### src/rtl/ldpc_3gpp_dec_llr_read_ctrl_if.sv
// Shared types and the control/strobe interface of the LLR read sequencer.
// LDPC_3GPP_DEC_LLR_READ_CTRL_STALL_EN adds the ihold stall input.
package ldpc_3gpp_dec_llr_read_ctrl_pkg;

    localparam int unsigned ZC_W = 9;

    typedef logic [ZC_W-1:0] hb_zc_t;

    // Read framing strobes; all zero when no read is issued
    typedef struct packed {
        logic sof;
        logic sop;
        logic eop;
        logic eof;
    } strb_t;

endpackage

interface ldpc_3gpp_dec_llr_read_ctrl_if #(
    parameter int unsigned pROW_W        = 7,
    parameter int unsigned pROW_BY_CYCLE = 8
);
    import ldpc_3gpp_dec_llr_read_ctrl_pkg::*;

    localparam int unsigned LANE_W = $clog2(pROW_BY_CYCLE) + 1;

    logic                     istart;
    logic                     ic_nv_mode;
    hb_zc_t                   iused_zc;
    logic [pROW_W-1:0]        irow_num;
    logic [LANE_W-1:0]        ilanes;
`ifdef LDPC_3GPP_DEC_LLR_READ_CTRL_STALL_EN
    logic                     ihold;
`endif
    logic                     oread;
    logic                     orstart;
    strb_t                    orstrb;
    logic [pROW_BY_CYCLE-1:0] omask;
    logic                     ocnode_mode;
    logic                     obusy;
    logic                     odone;

    modport master (
        output istart, ic_nv_mode, iused_zc, irow_num, ilanes,
`ifdef LDPC_3GPP_DEC_LLR_READ_CTRL_STALL_EN
        output ihold,
`endif
        input  oread, orstart, orstrb, omask, ocnode_mode, obusy, odone
    );

    modport slave (
        input  istart, ic_nv_mode, iused_zc, irow_num, ilanes,
`ifdef LDPC_3GPP_DEC_LLR_READ_CTRL_STALL_EN
        input  ihold,
`endif
        output oread, orstart, orstrb, omask, ocnode_mode, obusy, odone
    );

endinterface

### src/rtl/ldpc_3gpp_dec_llr_read_ctrl.sv
// LLR read sequencer: walks seg_num x seg_len read words for one decoder pass, then drains 4 cycles.
// Optional stall input enabled by LDPC_3GPP_DEC_LLR_READ_CTRL_STALL_EN.
module ldpc_3gpp_dec_llr_read_ctrl
    import ldpc_3gpp_dec_llr_read_ctrl_pkg::*;
#(
    parameter int unsigned pROW_W        = 7,
    parameter int unsigned pROW_BY_CYCLE = 8
) (
    input  logic iclk,
    input  logic ireset,
    input  logic iclkena,
    ldpc_3gpp_dec_llr_read_ctrl_if.slave bus
);

    localparam int unsigned LANE_W = $clog2(pROW_BY_CYCLE) + 1;
    localparam int unsigned CNT_W  = (ZC_W > pROW_W) ? ZC_W : pROW_W;

    typedef enum logic [1:0] {
        ST_IDLE,
        ST_RUN,
        ST_DRAIN
    } state_t;

    state_t                   r_state, w_state_nxt;
    logic [CNT_W-1:0]         r_w, w_w_nxt;
    logic [CNT_W-1:0]         r_s, w_s_nxt;
    logic [CNT_W-1:0]         r_seg_len, w_len_nxt;
    logic [CNT_W-1:0]         r_seg_num, w_num_nxt;
    logic                     r_last, w_last_nxt;
    logic [1:0]               r_dcnt, w_dcnt_nxt;
    logic                     r_oread, w_oread_nxt;
    logic                     r_orstart, w_orstart_nxt;
    strb_t                    r_orstrb, w_orstrb_nxt;
    logic [pROW_BY_CYCLE-1:0] r_omask, w_omask_nxt;
    logic                     r_cnode, w_cnode_nxt;
    logic                     r_obusy, w_obusy_nxt;
    logic                     r_odone, w_odone_nxt;

    logic [CNT_W-1:0]         w_in_len, w_in_num;
    logic [CNT_W-1:0]         w_cur_w, w_cur_s, w_len, w_num;
    logic [pROW_BY_CYCLE-1:0] w_lane_mask;
    logic                     w_issue, w_sop, w_eop, w_hold;

`ifdef LDPC_3GPP_DEC_LLR_READ_CTRL_STALL_EN
    assign w_hold = bus.ihold;
`else
    assign w_hold = 1'b0;
`endif

    // Geometry and lane mask derived from the live config inputs (used only at accept)
    always_comb begin
        w_in_len = bus.ic_nv_mode ? CNT_W'(bus.iused_zc) : CNT_W'(bus.irow_num);
        w_in_num = bus.ic_nv_mode ? CNT_W'(bus.irow_num) : CNT_W'(bus.iused_zc);
        w_lane_mask = '0;
        for (int i = 0; i < int'(pROW_BY_CYCLE); i++) begin
            w_lane_mask[i] = (LANE_W'(i) < bus.ilanes);
        end
    end

    // Next-state and next-output logic
    always_comb begin
        w_state_nxt   = r_state;
        w_w_nxt       = r_w;
        w_s_nxt       = r_s;
        w_len_nxt     = r_seg_len;
        w_num_nxt     = r_seg_num;
        w_last_nxt    = r_last;
        w_dcnt_nxt    = r_dcnt;
        w_omask_nxt   = r_omask;
        w_cnode_nxt   = r_cnode;
        w_obusy_nxt   = r_obusy;
        w_oread_nxt   = 1'b0;
        w_orstart_nxt = 1'b0;
        w_orstrb_nxt  = '0;
        w_odone_nxt   = 1'b0;
        w_issue       = 1'b0;
        w_cur_w       = r_w;
        w_cur_s       = r_s;
        w_len         = r_seg_len;
        w_num         = r_seg_num;
        w_sop         = 1'b0;
        w_eop         = 1'b0;

        case (r_state)
            ST_IDLE: begin
                if (bus.istart) begin
                    w_len_nxt   = w_in_len;
                    w_num_nxt   = w_in_num;
                    w_cnode_nxt = bus.ic_nv_mode;
                    w_omask_nxt = w_lane_mask;
                    w_obusy_nxt = 1'b1;
                    w_dcnt_nxt  = '0;
                    w_last_nxt  = 1'b0;
                    if ((w_in_len != '0) && (w_in_num != '0)) begin
                        // First word leaves with the accept so oread follows istart by one cycle
                        w_state_nxt   = ST_RUN;
                        w_issue       = 1'b1;
                        w_orstart_nxt = 1'b1;
                        w_cur_w       = '0;
                        w_cur_s       = '0;
                        w_len         = w_in_len;
                        w_num         = w_in_num;
                    end else begin
                        w_state_nxt = ST_DRAIN;
                    end
                end
            end
            ST_RUN: begin
                if (r_last) begin
                    w_state_nxt = ST_DRAIN;
                    w_dcnt_nxt  = '0;
                    w_last_nxt  = 1'b0;
                end else if (!w_hold) begin
                    w_issue = 1'b1;
                end
            end
            ST_DRAIN: begin
                w_dcnt_nxt = r_dcnt + 2'd1;
                if (r_dcnt == 2'd2) begin
                    w_odone_nxt = 1'b1;
                end
                if (r_dcnt == 2'd3) begin
                    w_state_nxt = ST_IDLE;
                    w_obusy_nxt = 1'b0;
                end
            end
            default: begin
                w_state_nxt = ST_IDLE;
            end
        endcase

        // Framing for the issued word and counter advance
        if (w_issue) begin
            w_sop            = (w_cur_w == '0);
            w_eop            = (w_cur_w == (w_len - CNT_W'(1)));
            w_oread_nxt      = 1'b1;
            w_orstrb_nxt.sop = w_sop;
            w_orstrb_nxt.eop = w_eop;
            w_orstrb_nxt.sof = w_sop && (w_cur_s == '0);
            w_orstrb_nxt.eof = w_eop && (w_cur_s == (w_num - CNT_W'(1)));
            w_last_nxt       = w_orstrb_nxt.eof;
            if (w_eop) begin
                w_w_nxt = '0;
                w_s_nxt = w_cur_s + CNT_W'(1);
            end else begin
                w_w_nxt = w_cur_w + CNT_W'(1);
                w_s_nxt = w_cur_s;
            end
        end
    end

    // State and output registers; reset wins over clock enable
    always_ff @(posedge iclk) begin
        if (ireset) begin
            r_state   <= ST_IDLE;
            r_w       <= '0;
            r_s       <= '0;
            r_seg_len <= '0;
            r_seg_num <= '0;
            r_last    <= 1'b0;
            r_dcnt    <= '0;
            r_oread   <= 1'b0;
            r_orstart <= 1'b0;
            r_orstrb  <= '0;
            r_omask   <= '0;
            r_cnode   <= 1'b0;
            r_obusy   <= 1'b0;
            r_odone   <= 1'b0;
        end else if (iclkena) begin
            r_state   <= w_state_nxt;
            r_w       <= w_w_nxt;
            r_s       <= w_s_nxt;
            r_seg_len <= w_len_nxt;
            r_seg_num <= w_num_nxt;
            r_last    <= w_last_nxt;
            r_dcnt    <= w_dcnt_nxt;
            r_oread   <= w_oread_nxt;
            r_orstart <= w_orstart_nxt;
            r_orstrb  <= w_orstrb_nxt;
            r_omask   <= w_omask_nxt;
            r_cnode   <= w_cnode_nxt;
            r_obusy   <= w_obusy_nxt;
            r_odone   <= w_odone_nxt;
        end
    end

    assign bus.oread       = r_oread;
    assign bus.orstart     = r_orstart;
    assign bus.orstrb      = r_orstrb;
    assign bus.omask       = r_omask;
    assign bus.ocnode_mode = r_cnode;
    assign bus.obusy       = r_obusy;
    assign bus.odone       = r_odone;

endmodule
### src/flat_wrapper.sv
// flat-port wrapper written by rule: the top's interface ports become plain ports
module ldpc_3gpp_dec_llr_read_ctrl_flat import ldpc_3gpp_dec_llr_read_ctrl_pkg::*;
#(
    parameter int unsigned pROW_W        = 7,
    parameter int unsigned pROW_BY_CYCLE = 8
)
  (iclk, ireset, iclkena, bus_istart, bus_ic_nv_mode, bus_iused_zc, bus_irow_num, bus_ilanes, bus_oread, bus_orstart, bus_orstrb, bus_omask, bus_ocnode_mode, bus_obusy, bus_odone);
  ldpc_3gpp_dec_llr_read_ctrl_if #(.pROW_W(pROW_W), .pROW_BY_CYCLE(pROW_BY_CYCLE)) bus_i ();
  input  logic iclk;
  input  logic ireset;
  input  logic iclkena;
  input wire logic [$bits(bus_i.istart)-1:0] bus_istart;
  input wire logic [$bits(bus_i.ic_nv_mode)-1:0] bus_ic_nv_mode;
  input wire logic [$bits(bus_i.iused_zc)-1:0] bus_iused_zc;
  input wire logic [$bits(bus_i.irow_num)-1:0] bus_irow_num;
  input wire logic [$bits(bus_i.ilanes)-1:0] bus_ilanes;
  output wire logic [$bits(bus_i.oread)-1:0] bus_oread;
  output wire logic [$bits(bus_i.orstart)-1:0] bus_orstart;
  output wire logic [$bits(bus_i.orstrb)-1:0] bus_orstrb;
  output wire logic [$bits(bus_i.omask)-1:0] bus_omask;
  output wire logic [$bits(bus_i.ocnode_mode)-1:0] bus_ocnode_mode;
  output wire logic [$bits(bus_i.obusy)-1:0] bus_obusy;
  output wire logic [$bits(bus_i.odone)-1:0] bus_odone;
  assign bus_i.istart = bus_istart;
  assign bus_i.ic_nv_mode = bus_ic_nv_mode;
  assign bus_i.iused_zc = bus_iused_zc;
  assign bus_i.irow_num = bus_irow_num;
  assign bus_i.ilanes = bus_ilanes;
  assign bus_oread = bus_i.oread;
  assign bus_orstart = bus_i.orstart;
  assign bus_orstrb = bus_i.orstrb;
  assign bus_omask = bus_i.omask;
  assign bus_ocnode_mode = bus_i.ocnode_mode;
  assign bus_obusy = bus_i.obusy;
  assign bus_odone = bus_i.odone;
  ldpc_3gpp_dec_llr_read_ctrl #(.pROW_W(pROW_W), .pROW_BY_CYCLE(pROW_BY_CYCLE)) u_core (.iclk(iclk), .ireset(ireset), .iclkena(iclkena), .bus(bus_i));
endmodule
### config.mk
export PLATFORM = sky130hd
export DESIGN_NAME = ldpc_3gpp_dec_llr_read_ctrl_flat
export DESIGN_NICKNAME = d
export VERILOG_FILES = /design/src/rtl/ldpc_3gpp_dec_llr_read_ctrl_if.sv /design/src/rtl/ldpc_3gpp_dec_llr_read_ctrl.sv /design/src/flat_wrapper.sv
export SDC_FILE = /design/constraint.sdc
export NUM_CORES = 1
export LEC_CHECK = 0
export CAP_MARGIN = 20
export CORE_UTILIZATION = 45
export CTS_BUF_LIST = sky130_fd_sc_hd__clkbuf_2 sky130_fd_sc_hd__clkbuf_4 sky130_fd_sc_hd__clkbuf_8
export DETAILED_ROUTE_END_ITERATION = 8
export GPL_ROUTABILITY_DRIVEN = 0
export PLACE_DENSITY = 0.76
export SKIP_CTS_REPAIR_TIMING = 1
export SYNTH_ARGS = -nofsm -noshare
export SYNTH_HDL_FRONTEND = slang
export SYNTH_SLANG_ARGS = --single-unit
### constraint.sdc
create_clock -name iclk -period 6.5 [get_ports iclk]
set_input_delay 0.65 -clock iclk [delete_from_list [all_inputs] [get_ports iclk]]
set_output_delay 0.65 -clock iclk [all_outputs]
set_load 0.05 [all_outputs]
==> metrics.md <==
| Metric | Value |
|---|---|
| Remaining global-route overflow | 0 |
| Synth Instances | 544 |
| Clock Sinks | 58 |
| Die height | 95.9 µm |
| Async SR Flop Fraction | 0% |
| Worst Setup Start Kind | primary input |
| Detailed-route vias per instance | 6.19 |
| Final Hold Fails | 0 |
| Min Hold Slack | 0.462 ns |
| Syn_nets | 577 |
| Port Buf Inserts | 41 |
| Pwr dens | 221 mW/mm² |
| Routed length on met1 | 4740 µm |
| Final period utilization | 86.3% |
| Syn-to-layout area delta | 16.3% |
| Final slew viol count | 0 |
| Max Cap Viol | 0 |
| Worst vdd rail ir drop | 0.118 mV |
| H-tree levels | 3 |
| Setup total negative slack | 0 ns |
| DR pass1 iterations | 5 |
| Status | completed |
| DIE AREA | 0.00920 mm² |
| Global Route Usage Sum | 25.8% |
| Via count | 4179 |
| Average size of a mapped cell | 7.29 µm² |
| Worst EP arrival | 5.86 ns |
| Synthesis Warnings | 0 |
| # diodes | 0 |
| CP Launch Point | bus_ic_nv_mode |
| Cell count of the worst hold path | 2 |
| Worst rel slew slack | 33.9% |
| DR top layer | met4 |
| Post-synth EDFFs | 0 |
| Main flop type after synthesis | dfxtp_1 |
| Placed cells | 659 |
| Util after Layout | 55.1% |
| Io pins | 42 |
| First-pass GRT wire length | 18400 µm |
| Fmax | 178 MHz |
| HPWL after DPL | 7820 µm |
| Routed WL per cell | 16.3 µm |
| Post-Syn Area | 0.00397 mm² |
| Worst Tran Pin Value | 0.991 ns |
| Post-route ant nets | 0 |
| Number of global-route vias before repair | 3945 |
| CTS Buffer Depth | 2 |
| Net count, final | 598 |
| Final WL | 11000 µm |
| DRC violations left | 0 |
| Crit path kind | in2reg |
| Largest net degree at the start of global routing | 49 |
| Wire length on met2 | 5410 µm |
| Initial antenna violation count | 0 |
| Clock skew | 0.00477 ns |
| R2R depth | 15 |
| Placeable Area | 0.00838 mm² |
| #FFs+latches synth | 58 |
| Row Count | 33 |
| Met3 WL post-DR | 584 µm |
| Req. time, crit path | 6.76 ns |
| Leak Pwr | 0.00164 µW |
| Post-DP Area | 0.00439 mm² |
| Drt initial violations | 287 |
| Starting density of the core | 47.3% |
| CTS tree | done |
| Clock transition at path regs | 0.07 ns |
| Unrepaired setup endpoints after global routing | no |
| Tmin final | 5.61 ns |
| Width of the die | 95.9 µm |
| Fin area | 0.00461 mm² |
| Clk_lat worst skew | 0.36 ns |
| Layout cells sized above 1 | 5.09% |
| Clock root buffer | clkbuf_8 |
| RR Startpoint | u_core.r_state[0]$_SDFFE_PP0P_ |
| Post-synth cell types | 66 |
| Seq/Total Area, Yosys | 29.3% |
| Worst hold path type | reg2reg |
| CP max FO | 46 |
| HP Start | u_core.bus.ocnode_mode$_SDFFE_PP0P_ |
| Final setup fails | 0 |
| Inserted Clock Buffers | 9 |
| Crit. End Element | flip-flop |
| Fin cells | 675 |
## flip-flops by register name, summed over array words and instances, names as in the netlist, 2 cells and up
| signal | flops |
|---|---|
| u_core.r_s | 9 |
| u_core.bus.orstrb | 4 |
| u_core.r_seg_len | 9 |
| u_core.r_state | 2 |
| u_core.r_dcnt | 2 |
| u_core.r_seg_num | 9 |
| u_core.r_w | 9 |
| u_core.bus.omask | 8 |
## report_power, final
group	total (µW)	internal, µW	switching [µW]
logic	243	91.5	152
clock network	387	227	160
registers	388	371	17.4
total	1020	689	329
## cell usage after synthesis, drive strengths merged, types with 3 or more instances
master  count  area (µm²)
a211oi     15         118
a21o        4        30.0
a21oi      55         279
a22oi       5        37.5
a31oi       5        31.3
and2        4        25.0
and3       10        62.6
buf         8        48.8
clkbuf     27         101
dfxtp      58        1160
ha          8         100
inv        10        37.5
mux2i      13         130
nand2      63         239
nand2b      7        43.8
nand3      27         135
nand4       3        18.8
nand4b      3        26.3
nor2       64         243
nor2b       4        25.0
nor3       23         126
nor3b       5        37.5
nor4        9        56.3
o211ai      4        30.0
o21a        4        30.0
o21ai      27         135
o221ai      3        26.3
o41ai       3        26.3
or3        10        62.6
or3b        3        26.3
xnor2      20         175
xor2        7        61.3
## layout by cell type (no fill, tap or decap), types with 3 or more instances in the layout
master	netlist	layout
a211oi_1	14	14
buf_4	0	4
nand3_1	27	27
o41ai_1	3	3
xor2_1	7	7
clkbuf_8	0	10
nand2_1	62	62
o21ai_0	24	24
dfxtp_1	58	58
nor4_1	9	9
nor2b_1	4	4
o21ai_1	3	3
inv_1	10	10
a22oi_1	5	5
ha_1	8	8
o21a_1	4	4
nand4b_1	3	3
mux2i_1	13	13
nor3b_1	5	5
or3b_1	3	3
o221ai_1	3	3
o211ai_1	4	4
nand2b_1	7	7
clkdlybuf4s50_1	0	40
a21o_1	4	4
xnor2_1	20	20
nor3_1	22	22
nor2_1	63	62
a31oi_1	5	5
a21oi_1	54	54
and3_1	10	10
nand4_1	3	3
and2_1	4	4
or3_1	10	10
## kinds of logic after synthesis
kind of cell,Yosys count,share of synthesized area (%)
and+or+nand+nor,241,29.6
AOI/OAI and AO/OA,150,24.2
DFF,58,29.3
buffers and inverters,46,4.82
xor gates and xnor gates,27,5.96
muxes,14,3.56
adders and majority gates,8,2.52
## layout make-up
class                           count  area [µm²]
Clock buffer                       10         138
Multi-Input combinational cell    440        2620
Inverter                           11        41.3
Fill cell                         805        3770
Tap cell                          105         131
Sequential cell                    58        1160
Timing Repair Buffer               45         435
Clock inverter                      6        90.1
## critical path, stage by stage
cell and delay (ns):
clkdlybuf4s50_1 0.45, buf_4 0.40, or3b_1 0.41, a222oi_1 0.48, a221oi_1 0.18, buf_4 0.22, nand2_2 0.45, nor2_1 0.10
a21oi_1 0.14, ha_1 0.33, inv_1 0.17, nor3_1 0.27, xor2_1 0.18, nand4b_1 0.10, o21ai_0 0.24, nand2_1 0.17
nor3_4 0.51, a31oi_1 0.17, o21a_1 0.20
## metal layers
layer / vias to the layer above / track usage [%]
met4: 0 / 12.3
met2: 145 / 44.9
li1: 2024 / -
met5: - / 0
met1: 1981 / 30.5
met3: 29 / 4.82
## metrics by stage
stage	setup slack, ns	total power (µW)
after CTS	0.973	1020
after detailed placement	0.639	635
final	0.891	1020
after global routing	0.507	1060
after floorplan	1.47	564
after global placement	0.844	629
## path summary, 6_finish.rpt
kind | end | slack (ns)
worst min-delay path | u_core.bus.ocnode_mode$_SDFFE_PP0P_ | 0.46
worst max register to register | u_core.r_s[4]$_SDFFE_PP0P_ | 2.27
worst min register to register | u_core.bus.ocnode_mode$_SDFFE_PP0P_ | 0.46
worst max-delay path | u_core.r_s[4]$_SDFFE_PP0P_ | 0.89
(Power assumes the default switching activity.)
